### src/rtl/wb_pkg.sv
// Shared writeback types: result-source select codes and the queued entry layout.
package wb_pkg;
  localparam int DATA_W = 16;
  localparam int ADDR_W = 3;

  localparam logic [1:0] WB_SEL_ALU = 2'd0;
  localparam logic [1:0] WB_SEL_MEM = 2'd1;
  localparam logic [1:0] WB_SEL_PC  = 2'd2;
  localparam logic [1:0] WB_SEL_RSV = 2'd3;

  typedef struct packed {
    logic [ADDR_W-1:0] addr;
    logic [DATA_W-1:0] data;
  } wb_entry_t;
endpackage

### src/rtl/wb_fifo.sv
// Small circular FIFO of writeback entries; presents its contents oldest-first with a
// valid mask so the top can scan for bypass matches.
module wb_fifo
  import wb_pkg::*;
#(
  parameter int DEPTH = 2
) (
  input  logic                             clk,
  input  logic                             rst_n,
  input  logic                             push,
  input  wb_entry_t                        push_entry,
  input  logic                             pop,
  output logic [$clog2(DEPTH):0]           count,
  output wb_entry_t [DEPTH-1:0]            entries,
  output logic [DEPTH-1:0]                 valid
);
  localparam int PTR_W = $clog2(DEPTH);
  localparam int CNT_W = PTR_W + 1;

  wb_entry_t [DEPTH-1:0] mem;
  logic [PTR_W-1:0]      wr_ptr;
  logic [PTR_W-1:0]      rd_ptr;

  // Pointers are log2(DEPTH) bits wide, so natural overflow is the modulo wrap.
  always_ff @(posedge clk or negedge rst_n) begin
    if (!rst_n) begin
      mem    <= '0;
      wr_ptr <= '0;
      rd_ptr <= '0;
      count  <= '0;
    end else begin
      if (push) begin
        mem[wr_ptr] <= push_entry;
        wr_ptr      <= wr_ptr + 1'b1;
      end
      if (pop)
        rd_ptr <= rd_ptr + 1'b1;
      case ({push, pop})
        2'b10:   count <= count + 1'b1;
        2'b01:   count <= count - 1'b1;
        default: count <= count;
      endcase
    end
  end

  // entries[0] is the head (oldest); higher indices are progressively younger.
  always_comb begin
    entries = '0;
    valid   = '0;
    for (int k = 0; k < DEPTH; k++) begin
      entries[k] = mem[rd_ptr + PTR_W'(k)];
      valid[k]   = CNT_W'(k) < count;
    end
  end
endmodule

### src/rtl/wb_result_buffer.sv
// Writeback result buffer: source mux, drop/error handling, FIFO toward the register
// file, and operand bypass from queued-but-unwritten results.
module wb_result_buffer
  import wb_pkg::*;
#(
  parameter int DATA_W = wb_pkg::DATA_W,
  parameter int ADDR_W = wb_pkg::ADDR_W,
  parameter int DEPTH  = 2
) (
  input  logic              clk,
  input  logic              rst_n,
  input  logic              Wb_Valid,
  output logic              Wb_Ready,
  input  logic [ADDR_W-1:0] Wb_Rd,
  input  logic [1:0]        Wb_Sel,
  input  logic [DATA_W-1:0] ALU_Result,
  input  logic [DATA_W-1:0] Mem_Data,
  input  logic [DATA_W-1:0] PC_Plus2,
  output logic              Wb_Err,
  output logic              Rf_We,
  output logic [ADDR_W-1:0] Rf_Addr,
  output logic [DATA_W-1:0] Rf_Data,
  input  logic              Rf_Ready,
  input  logic [ADDR_W-1:0] Byp_Addr_A,
  output logic              Byp_Hit_A,
  output logic [DATA_W-1:0] Byp_Data_A,
  input  logic [ADDR_W-1:0] Byp_Addr_B,
  output logic              Byp_Hit_B,
  output logic [DATA_W-1:0] Byp_Data_B
);
  localparam int CNT_W = $clog2(DEPTH) + 1;

  logic                  accept;
  logic                  push;
  logic                  pop;
  wb_entry_t             new_entry;
  logic [CNT_W-1:0]      count;
  wb_entry_t [DEPTH-1:0] entries;
  logic [DEPTH-1:0]      valid;

  assign Wb_Ready = rst_n & (count < CNT_W'(DEPTH));
  assign accept   = Wb_Valid & Wb_Ready;
  assign push     = accept & (Wb_Sel != WB_SEL_RSV) & (Wb_Rd != '0);
  assign pop      = Rf_We & Rf_Ready;

  always_comb begin
    new_entry      = '0;
    new_entry.addr = Wb_Rd;
    case (Wb_Sel)
      WB_SEL_ALU: new_entry.data = ALU_Result;
      WB_SEL_MEM: new_entry.data = Mem_Data;
      WB_SEL_PC:  new_entry.data = PC_Plus2;
      default:    new_entry.data = '0;
    endcase
  end

  always_ff @(posedge clk or negedge rst_n) begin
    if (!rst_n) Wb_Err <= 1'b0;
    else        Wb_Err <= accept & (Wb_Sel == WB_SEL_RSV);
  end

  wb_fifo #(.DEPTH(DEPTH)) u_fifo (
    .clk        (clk),
    .rst_n      (rst_n),
    .push       (push),
    .push_entry (new_entry),
    .pop        (pop),
    .count      (count),
    .entries    (entries),
    .valid      (valid)
  );

  assign Rf_We   = valid[0];
  assign Rf_Addr = valid[0] ? entries[0].addr : '0;
  assign Rf_Data = valid[0] ? entries[0].data : '0;

  // Scan oldest to youngest so the last (youngest) match overrides earlier ones.
  function automatic logic [DATA_W:0] byp_lookup(input logic [ADDR_W-1:0] addr,
                                                 input wb_entry_t [DEPTH-1:0] ent,
                                                 input logic [DEPTH-1:0] vld);
    logic [DATA_W:0] res;
    res = '0;
    for (int k = 0; k < DEPTH; k++)
      if (vld[k] && addr != '0 && ent[k].addr == addr)
        res = {1'b1, ent[k].data};
    return res;
  endfunction

  assign {Byp_Hit_A, Byp_Data_A} = byp_lookup(Byp_Addr_A, entries, valid);
  assign {Byp_Hit_B, Byp_Data_B} = byp_lookup(Byp_Addr_B, entries, valid);
endmodule

### config.mk
export PLATFORM = sky130hd
export DESIGN_NAME = wb_result_buffer
export DESIGN_NICKNAME = d
export VERILOG_FILES = /design/src/rtl/wb_pkg.sv /design/src/rtl/wb_fifo.sv /design/src/rtl/wb_result_buffer.sv
export SDC_FILE = /design/constraint.sdc
export NUM_CORES = 1
export LEC_CHECK = 0
export ABC_CLOCK_PERIOD_IN_PS = 3600
export BUFFER_PORTS_ARGS = -buffer_cell sky130_fd_sc_hd__buf_2
export CORE_MARGIN = 4
export CORE_UTILIZATION = 51
export CTS_CLUSTER_DIAMETER = 60
export CTS_CLUSTER_SIZE = 24
export DETAILED_ROUTE_END_ITERATION = 6
export GPL_ROUTABILITY_DRIVEN = 1
export GPL_TIMING_DRIVEN = 0
export HOLD_SLACK_MARGIN = 0.1
export PLACE_DENSITY = 0.92
export SLEW_MARGIN = 20
export SYNTH_ARGS = -nofsm -noshare
export SYNTH_HDL_FRONTEND = slang
export SYNTH_HIERARCHICAL = 1
export SYNTH_SLANG_ARGS = --single-unit
### constraint.sdc
create_clock -name clk -period 3.6 [get_ports clk]
set_input_delay 0.72 -clock clk [delete_from_list [all_inputs] [get_ports clk]]
set_output_delay 0.72 -clock clk [all_outputs]
set_load 0.05 [all_outputs]
* Yosys cells after proc, flatten, opt, wreduce, memory -nomap -nowiden
Cells that the tools add are included.
Word-level totals: output and inout port bits 56, flip-flop bits (word level) 43
Operators by class: order comparisons 7, equal/unequal tests 10, multiplexer cells 15, add/subtract/negate cells 4, bitwise operators 6, reductions and logical operators 14
Operator list (number):
- $mux W19 | 5
- $mux W17 | 4
- $pmux W16 S3 | 1
- $bwmux W38 | 1
- $demux W19 S1 | 1
- $mux W16 | 1
- $eq A3 B3 Y1 | 4
- $logic_and A1 B1 Y1 | 9
- $reduce_bool A3 Y1 | 3
- $and A1 B1 Y1 | 6
- $eq A2 B2 Y1 const B | 3
- $lt A1 B2 Y1 const B | 3
- $eq A2 B1 Y1 const B | 2
- $lt A1 B2 Y1 const A | 2
- $pmux W2 S2 | 1
- $mux W3 | 1
- $add A1 B1 Y1 const B | 2
- $add A2 B1 Y2 const B | 1
- $logic_not A2 Y1 | 1
- $lt A2 B2 Y1 const B | 1
- $ne A2 B2 Y1 const B | 1
- $reduce_bool A2 Y1 | 1
- $sub A2 B1 Y2 const B | 1
- $ge A1 B1 Y1 const B | 1

* Longest topological paths before layout
Gate-level depths: netlist of the first run.
depth in word-level cells 7, gate-level depth with buffers 9, gate-level depth less buffers 7

* Modules after synthesis
Netlist of the first run, hierarchy kept.
Modules (own cells, without submodules):
- wb_fifo | times used 1, area an instance 2134.5 um2, cells an instance 141
- wb_result_buffer | times used 1, area an instance 1249.9 um2, cells an instance 175

* Least setup slack after synthesis of the first run
Ideal clock, no wire load.
path kind register to output, start point register u_fifo.rd_ptr, end point output port Byp_Data_A[10], slack 0.167 ns, cell stages (with the launch flop) 9, arrival 2.713 ns, data required time 2.880 ns, path buffers 3, cell sequence dfrtp_1 > buf_2 > mux2_2 > buf_6 > or3b_1 > a211oi_2 > o211ai_2 > buf_6 > o2bb2ai_1
RTL lines:
- start, declared | RTL line wb_fifo.sv:22 | logic [PTR_W-1:0] rd_ptr;
- start signal, assigned | RTL line wb_fifo.sv:37 | rd_ptr <= rd_ptr + 1'b1;
- end, declared | RTL line wb_result_buffer.sv:26 | output logic [DATA_W-1:0] Byp_Data_A,

==> results.toml, run 1 <==
[drt]
viasPerCell = 6.02
ant_nets = 0
drtIter0Drc = 262
totalWireLength_um = 10300
first_pass_iters = 5
drc = 0
wire_per_inst_um = 19.6
vias = 3161

[yosys]
syn_avg_cell_area_um2 = 10.7
synth_seq_area_share = 0.318
synthArstFlopShare = 1.00
synth-edff-count = 0
synth_ff_type = "dfrtp_1"
synthCells = 316
synth_fp_nets = 382
netlist_area_um2 = 3380
ys_types = 42
ys_ff_latch = 43
synth_warnings = 6

[placement]
gp_congestion = 0.864
dp_cells = 510
io_buffers = 117
place_hpwl_um = 7750

[critical_path]
crit_buf_inv = 3
slowest_stage = "mux2_2"
worst-path-max-fanout = 10
r2r_cells = 8
cp_cell_sequence = "clkbuf_4 > mux2_2 > xnor2_1 > nand3_2 > nor2_4 > clkbuf_4 > o2bb2ai_1 > buf_2"
cp.required_ns = 2.88
crit_start = "u_fifo/rd_ptr"
r2r_slack_ns = 1.60
slowest_delay_ns = 0.41
critPathMostFrequentCell = "clkbuf_4"
criticalPathCategory = "reg2out"
rr_startpoint = "u_fifo/count[1]"
critPathCaptureType = "primary output"
arrival_ns = 2.83
critPathTopFamily = "buffers and inverters"
rr_endpoint = "u_fifo/count[1]"
start_kind = "flip-flop"

[clock_network]
clock_sinks = 43
cts_root_buf = "clkbuf_8"
h-tree-depth = 2
clk_pin_slew_ns = 0.08
cts_buffers = 5
clock_path_buffers = 2
cts_tree = "yes"
clk_latency_ns = 0.30

[die]
io_pins = 119
die_w_um = 89.5
die_y_um = 89.5
core_area_um2 = 6390
dieArea_um2 = 8000
start_util = 0.530
num_rows = 29

[sta]
period_share = 0.985
max_freq_mhz = 282
min_period_ns = 3.55
drv_slew = 0
clock_skew_ns = 0.00710
final-hold-violation-count = 0
setup_viol = 0
relSlewSlack = 0.362
worst-slew-pin-transition_ns = 0.957

[finish]
syn_to_final_growth_pct = 25.9
nNetsFinal = 513
regArea_um2 = 1080
n_fill_cell = 470
multiInputGateArea_um2 = 2170
fin_util = 0.667
diodes = 0
drive_above_1_share = 0.529
stdcell_count = 525
final_common_cell = "buf_2"
final_cell_mix = "buf_2, mux2_2, dfrtp_1, o21ai_0, nand2_1"

[global_route]
grt_pass1_vias = 3070
grt_first_pass_wirelength_um = 15200
gr-total-overflow = 0
antenna_found_initial = 0
grt_start_max_net_pins = 45
grt_usage = 0.252

[min_path]
holdPathEnd = "u_fifo/count[0]"
min-delay-start = "u_fifo/count[0]"
worstHoldPathCells = 1
min_path_type = "reg2reg"

[run]
drv_cap = 0

[outcome]
outcome = "finished clean"

[power_and_ir_drop]
vdd_drop_max_mv = 0.634
p_per_area_nw_per_um2 = 1040
p_leak_nw = 2.05
==> logic make-up (layout without fill, tap and decap cells) <==
family / Yosys count / in the layout / share of synthesized area
xor gates and xnor gates: 11 / 11 / 0.0329
DFF: 43 / 43 / 0.318
muxes: 92 / 92 / 0.311
buffers and inverters: 28 / 160 / 0.0518
adders and majority gates: 3 / 3 / 0.0111
AOI/OAI and AO/OA: 77 / 77 / 0.179
and+or+nand+nor: 62 / 62 / 0.0965
==> worst max-delay path by stage <==
stage | end | slack, ns | depth (start not counted)
global route | Byp_Data_A[6] | -0.04 | 8
detailed placement | Byp_Data_A[6] | 0.06 | 8
CTS | Byp_Data_A[12] | 0.00003 | 8
global placement | Byp_Data_A[6] | 0.16 | 8
finish | Byp_Data_A[6] | 0.05 | 8
floorplan | Byp_Data_A[10] | 0.17 | 8
==> per-layer routing <==
| layer | up-vias | GRT usage | part of all wire |
|---|---|---|---|
| met1 | 1530 | 0.308 | 0.39 |
| met3 | 24 | 0.0645 | 0.083 |
| li1 | 1434 | - | - |
| met4 | 0 | 0.0880 | 0.026 |
| met5 | - | 0 | 0 |
| met2 | 173 | 0.431 | 0.50 |
==> through the flow <==
| step | total power, mW | hold WS [ns] | TNS, ns | instance area (um^2) | setup slack (ns) |
|---|---|---|---|---|---|
| after floorplan | 3.24 | 0.424 | 0 | 3380 | 0.167 |
| after global placement | 3.82 | 0.486 | 0 | 4070 | 0.163 |
| after detailed placement | 3.93 | 0.501 | 0 | 4070 | 0.0626 |
| after CTS | 4.29 | 0.511 | 0 | 4190 | 0.0000286 |
| after global routing | 4.63 | 0.524 | -0.105 | 4260 | -0.0444 |
| final | 4.42 | 0.512 | 0 | 4260 | 0.0530 |
==> state kept, by name, indices dropped and copies added (netlist names) <==
signal	count
u_fifo/mem	38
u_fifo/rd_ptr	1
Wb_Err	1
u_fifo/count	2
u_fifo/wr_ptr	1
==> area by class of cell <==
| class | count | area share |
|---|---|---|
| clock buffers | 6 | 0.0170 |
| flip-flops and latches | 43 | 0.252 |
| well taps | 77 | 0.0226 |
| inverters | 6 | 0.00528 |
| clock inverters | 2 | 0.00294 |
| repair buffers | 124 | 0.151 |
| plain buffers | 22 | 0.0393 |
| multi-input cells | 245 | 0.509 |
==> synthesized netlist by cell type, types with 2 or more instances <==
cell	n	share of area
mux2_2	66	0.22
dfrtp_1	43	0.32
o21ai_0	35	0.052
nand2_1	25	0.028
and2_1	20	0.037
mux2i_1	16	0.047
o2bb2ai_1	16	0.041
a32o_1	15	0.044
mux2_4	10	0.044
buf_2	7	0.010
clkbuf_1	7	0.0078
xnor2_1	7	0.018
inv_1	6	0.0067
buf_6	5	0.017
nor2_1	5	0.0055
ha_1	3	0.011
buf_4	2	0.0044
nor2b_1	2	0.0037
xor2_1	2	0.0052
xor2_2	2	0.0096
==> where the power goes <==
part	total, mW	leakage, nW	internal (mW)	switching, mW
combinational	3.19	1.48	1.15	2.04
clock	0.312	0.0412	0.136	0.176
sequential	0.915	0.535	0.723	0.191
total	4.42	2.05	2.01	2.40
==> what timing repair did <==
item	4_1_cts	5_1_grt
setup buffers	1	6
hold buffers	0	0
setup endpoints to repair	21	25
pin swaps	1	4
gates resized for setup	6	11
hold endpoints to repair	0	0
Note: power is estimated with default switching activity, not from simulation.
==> inputs of run 2 (changes only) <==
CELL_PAD_IN_SITES_DETAIL_PLACEMENT = 0   (was not set)
CELL_PAD_IN_SITES_GLOBAL_PLACEMENT = 1   (was not set)
CORE_UTILIZATION = 38   (was 51)
PLACE_DENSITY = 0.91   (was 0.92)
==> results.toml, run 2 (synthesis results as in run 1) <==
[die]
start_util = 0.390
dieArea_um2 = 10500
die_w_um = 102
io_pins = 119
die_y_um = 102
num_rows = 34
core_area_um2 = 8680

[placement]
io_buffers = 117
dp_cells = 541
place_hpwl_um = 7600
placed_cell_area_um2 = 4110
dp_slack_ns = 0.173
gp_congestion = 0.860

[power_and_ir_drop]
p_per_area_nw_per_um2 = 1010
vdd_drop_max_mv = 0.598
power.total_mw = 4.39
p_leak_nw = 2.03

[sta]
max_freq_mhz = 285
rsz0062_at_grt = "true"
clock_skew_ns = 0.00547
final-hold-violation-count = 0
whs_ns = 0.411
period_share = 0.975
relSlewSlack = 0.630
drv_slew = 0
setup_viol = 0
setup_tns_ns = 0
min_period_ns = 3.51
post-route-worst-setup-slack_ns = 0.0909
worst-slew-pin-transition_ns = 0.554

[critical_path]
rr_startpoint = "u_fifo/count[1]"
start_kind = "flip-flop"
arrival_ns = 2.79
r2r_cells = 7
cp.required_ns = 2.88
rr_endpoint = "u_fifo/mem[16]"
r2r_slack_ns = 1.56
worst-path-max-fanout = 10
critPathCaptureType = "primary output"
criticalPathCategory = "reg2out"

[finish]
stdcell_count = 550
multiInputGateArea_um2 = 2170
final_common_cell = "buf_2"
nNetsFinal = 508
drive_above_1_share = 0.520
final_cell_mix = "buf_2, mux2_2, dfrtp_1, o21ai_0, nand2_1"
fin_util = 0.499
syn_to_final_growth_pct = 28.1
diodes = 0
n_fill_cell = 823
top_regs = "u_fifo/mem (38), u_fifo/count (2)"
top_register = "u_fifo/mem"
largest_register_ffs = 38
final_area_um2 = 4330
regArea_um2 = 1080

[global_route]
gr-total-overflow = 0
grt_pass1_vias = 3036
grt_first_pass_wirelength_um = 15300
grt_usage = 0.189
grt_start_max_net_pins = 45
antenna_found_initial = 0

[drt]
drtIter0Drc = 110
vias = 2984
viasPerCell = 5.43
drc = 0
wire_per_inst_um = 17.8
first_pass_iters = 4
totalWireLength_um = 9790
ant_nets = 0

[clock_network]
clk_latency_ns = 0.30
postCtsHoldBufs = 0
clock_path_buffers = 2
cts_buffers = 5
cts_tree = "yes"
clock_sinks = 43
h-tree-depth = 2
clk_pin_slew_ns = 0.08
cts_root_buf = "clkbuf_8"

[min_path]
min_path_type = "in2async"

[run]
drv_cap = 0

[outcome]
outcome = "finished clean"
[run 2: layout make-up]
class	instances	area share
Sequential cell	43	0.248
Buffer	22	0.0378
Multi-Input combinational cell	245	0.500
Tap cell	108	0.0312
Clock buffer	6	0.0167
Timing Repair Buffer	119	0.154
Inverter	6	0.00520
Clock inverter	1	0.00693
[run 2: worst max-delay path, cell delays in order (launching register included)]
cell and delay, ns:
dfrtp_1 0.36, buf_4 0.21, mux2_2 0.36, buf_6 0.13
or3b_1 0.38, a211oi_2 0.27, o211ai_4 0.17, buf_6 0.19
o2bb2ai_1 0.18, buf_4 0.23
[run 2: repair_timing]
action | 4_1_cts | 5_1_grt
pin swaps | 1 | 1
resized for setup | 14 | 21
cloned | 0 | 0
endpoints found under the setup margin | 21 | 27
buffers inserted | 1 | 1
[run 2: routing by layer]
layer  routed length, um  up-vias  global-route usage  share of wire
met2                4920      107               0.324           0.50
met1                4030     1442               0.240           0.41
met4                 250        0              0.0676          0.026
li1                    -     1419                   -              -
met3                 586       16              0.0334          0.060
met5                   0        -                   0              0
[run 2: power by group]
| part | internal, mW | total [mW] | switching (mW) |
|---|---|---|---|
| Sequential | 0.724 | 0.902 | 0.178 |
| Combinational | 1.14 | 3.12 | 1.98 |
| Clock | 0.203 | 0.362 | 0.159 |
| Total | 2.07 | 4.39 | 2.32 |
[run 2: worst max path at each step]
stage / depth (start not counted) / end / from
floorplan: 8 / Byp_Data_A[10] / u_fifo/rd_ptr
global placement: 8 / Byp_Data_A[6] / u_fifo/rd_ptr
detailed placement: 8 / Byp_Data_A[6] / u_fifo/rd_ptr
CTS: 8 / Byp_Data_A[6] / u_fifo/rd_ptr
global route: 9 / Byp_Data_B[5] / u_fifo/rd_ptr
finish: 9 / Byp_Data_A[7] / u_fifo/rd_ptr
==> inputs of run 3 (changes only) <==
CELL_PAD_IN_SITES_DETAIL_PLACEMENT = 1   (was 0)
CORE_MARGIN = 3   (was 4)
==> results.toml, run 3 (synthesis results as in run 1) <==
[global_route]
grt_usage = 0.232
antenna_found_initial = 0
grt_start_max_net_pins = 45
gr-total-overflow = 0
grt_first_pass_wirelength_um = 18300
grt_pass1_vias = 3455

[sta]
min_period_ns = 3.53
drv_slew = 0
period_share = 0.980
post-route-worst-setup-slack_ns = 0.0707
max_freq_mhz = 283
final-hold-violation-count = 0
worst-slew-pin-transition_ns = 0.991
rsz0062_at_grt = "true"
setup_viol = 0
clock_skew_ns = 0.00143
relSlewSlack = 0.339

[clock_network]
postCtsHoldBufs = 0
cts_buffers = 5
cts_root_buf = "clkbuf_8"
clk_latency_ns = 0.30
cts_tree = "yes"
clock_sinks = 43
clock_path_buffers = 2
h-tree-depth = 2
clk_pin_slew_ns = 0.08

[run]
drv_cap = 0

[drt]
drtIter0Drc = 83
totalWireLength_um = 11800
ant_nets = 0
first_pass_iters = 4
vias = 3138
viasPerCell = 5.68
wire_per_inst_um = 21.3
drc = 0

[critical_path]
crit_buf_inv = 4
cp_cell_sequence = "buf_6 > mux2_2 > buf_6 > or3b_4 > a211oi_4 > o211ai_4 > buf_6 > o2bb2ai_1 > buf_4"
r2r_cells = 7
critPathTopFamily = "buffers and inverters"
slowest_stage = "dfrtp_1"
worst-path-max-fanout = 10
cp.required_ns = 2.88
rr_startpoint = "u_fifo/count[1]"
critical_path.endpoint = "Byp_Data_A[11]"
rr_endpoint = "u_fifo/count[1]"
critPathCaptureType = "primary output"
critPathMostFrequentCell = "buf_6"
cp.depth = 9
criticalPathCategory = "reg2out"
slowest_delay_ns = 0.41
crit_start = "u_fifo/rd_ptr"
r2r_slack_ns = 1.42
arrival_ns = 2.81
start_kind = "flip-flop"

[power_and_ir_drop]
power_frac_seq = 0.205
p_leak_nw = 2.05
vdd_drop_max_mv = 0.553
p_per_area_nw_per_um2 = 1040
switching_share = 0.549
power_switching_mw = 2.48
comb_power_share = 0.726
clockPowerShare = 0.070
power.total_mw = 4.51
p_int_mw = 2.04

[finish]
diodes = 0
nNetsFinal = 512
final_cell_mix = "buf_2, mux2_2, dfrtp_1, o21ai_0, nand2_1"
stdcell_count = 552
drive_above_1_share = 0.537
final_common_cell = "buf_2"
syn_to_final_growth_pct = 28.1
top_register = "u_fifo/mem"
top_regs = "u_fifo/mem (38), u_fifo/count (2)"
largest_register_ffs = 38

[outcome]
outcome = "finished clean"

[die]
core_area_um2 = 8420
io_pins = 119
dieArea_um2 = 10100
die_y_um = 100
start_util = 0.402
num_rows = 33
die_w_um = 100

[placement]
place_hpwl_um = 8610
gp_congestion = 0.834
io_buffers = 117
dp_cells = 538
dp_slack_ns = 0.0623

[min_path]
min_path_type = "reg2reg"
-- run 3: cell count changes in the layout (fill, tap and decap cells not counted), sizes merged --
| cell | change |
|---|---|
| clkinvlp | +1 |
| bufinv | -1 |
| clkbuf | -14 |
| clkinv | +1 |
| buf | +18 |
-- run 3: layout make-up --
class | count | area [um^2]
Fill cell | 999 | 4090
Multi-Input combinational cell | 245 | 2190
Sequential cell | 43 | 1080
Timing Repair Buffer | 123 | 661
Buffer | 22 | 168
Tap cell | 105 | 131
Clock buffer | 6 | 72.6
Inverter | 6 | 22.5
Clock inverter | 2 | 12.5
-- run 3: worst min path at each step --
stage               slack (ns)         endpoint  cells after the start             from
floorplan                 0.42           Wb_Err                      0            rst_n
global placement          0.49  u_fifo/count[0]                      1  u_fifo/count[0]
detailed placement        0.51  u_fifo/count[0]                      1  u_fifo/count[0]
CTS                       0.52  u_fifo/count[0]                      1  u_fifo/count[0]
global route              0.55  u_fifo/count[0]                      1  u_fifo/count[0]
finish                    0.52  u_fifo/count[0]                      1  u_fifo/count[0]
-- run 3: per-layer routing --
metal | wire length, um | up-vias | track usage
met4 | 321 | 0 | 0.0943
met2 | 5940 | 120 | 0.409
li1 | - | 1431 | -
met1 | 4840 | 1565 | 0.282
met5 | 0 | - | 0
met3 | 669 | 22 | 0.0347
-- run 3: stage by stage --
step	utilization	hold slack (ns)	TNS, ns	cell area [um^2]
finish	0.515	0.517	0	4340
global route	0.515	0.548	-0.129	4340
CTS	0.505	0.521	0	4250
detailed placement	0.487	0.507	0	4100
global placement	0.487	0.488	0	4100
floorplan	-	0.424	0	3380
-- run 3: worst register-to-register path: stages, from the launching register on --
cell and delay, ns:
dfrtp_1 0.40, inv_1 0.10, ha_1 0.20, inv_1 0.22
clkbuf_1 0.40, and2_1 0.27, ha_1 0.29, o21ai_0 0.22
-- run 3: repair_timing --
item / CTS / global route
buffers inserted: 2 / 4
resized for setup: 12 / 25
pin swaps: 2 / 3
setup endpoints to repair: 25 / 27
-- run 3: power by group through the flow --
stage | clock network, mW | registers (mW) | logic, mW
after floorplan | 0 | 0.851 | 2.39
after global placement | 0 | 0.880 | 2.97
after detailed placement | 0 | 0.914 | 3.07
after CTS | 0.319 | 0.912 | 3.17
after global routing | 0.342 | 0.958 | 3.46
final | 0.314 | 0.923 | 3.28
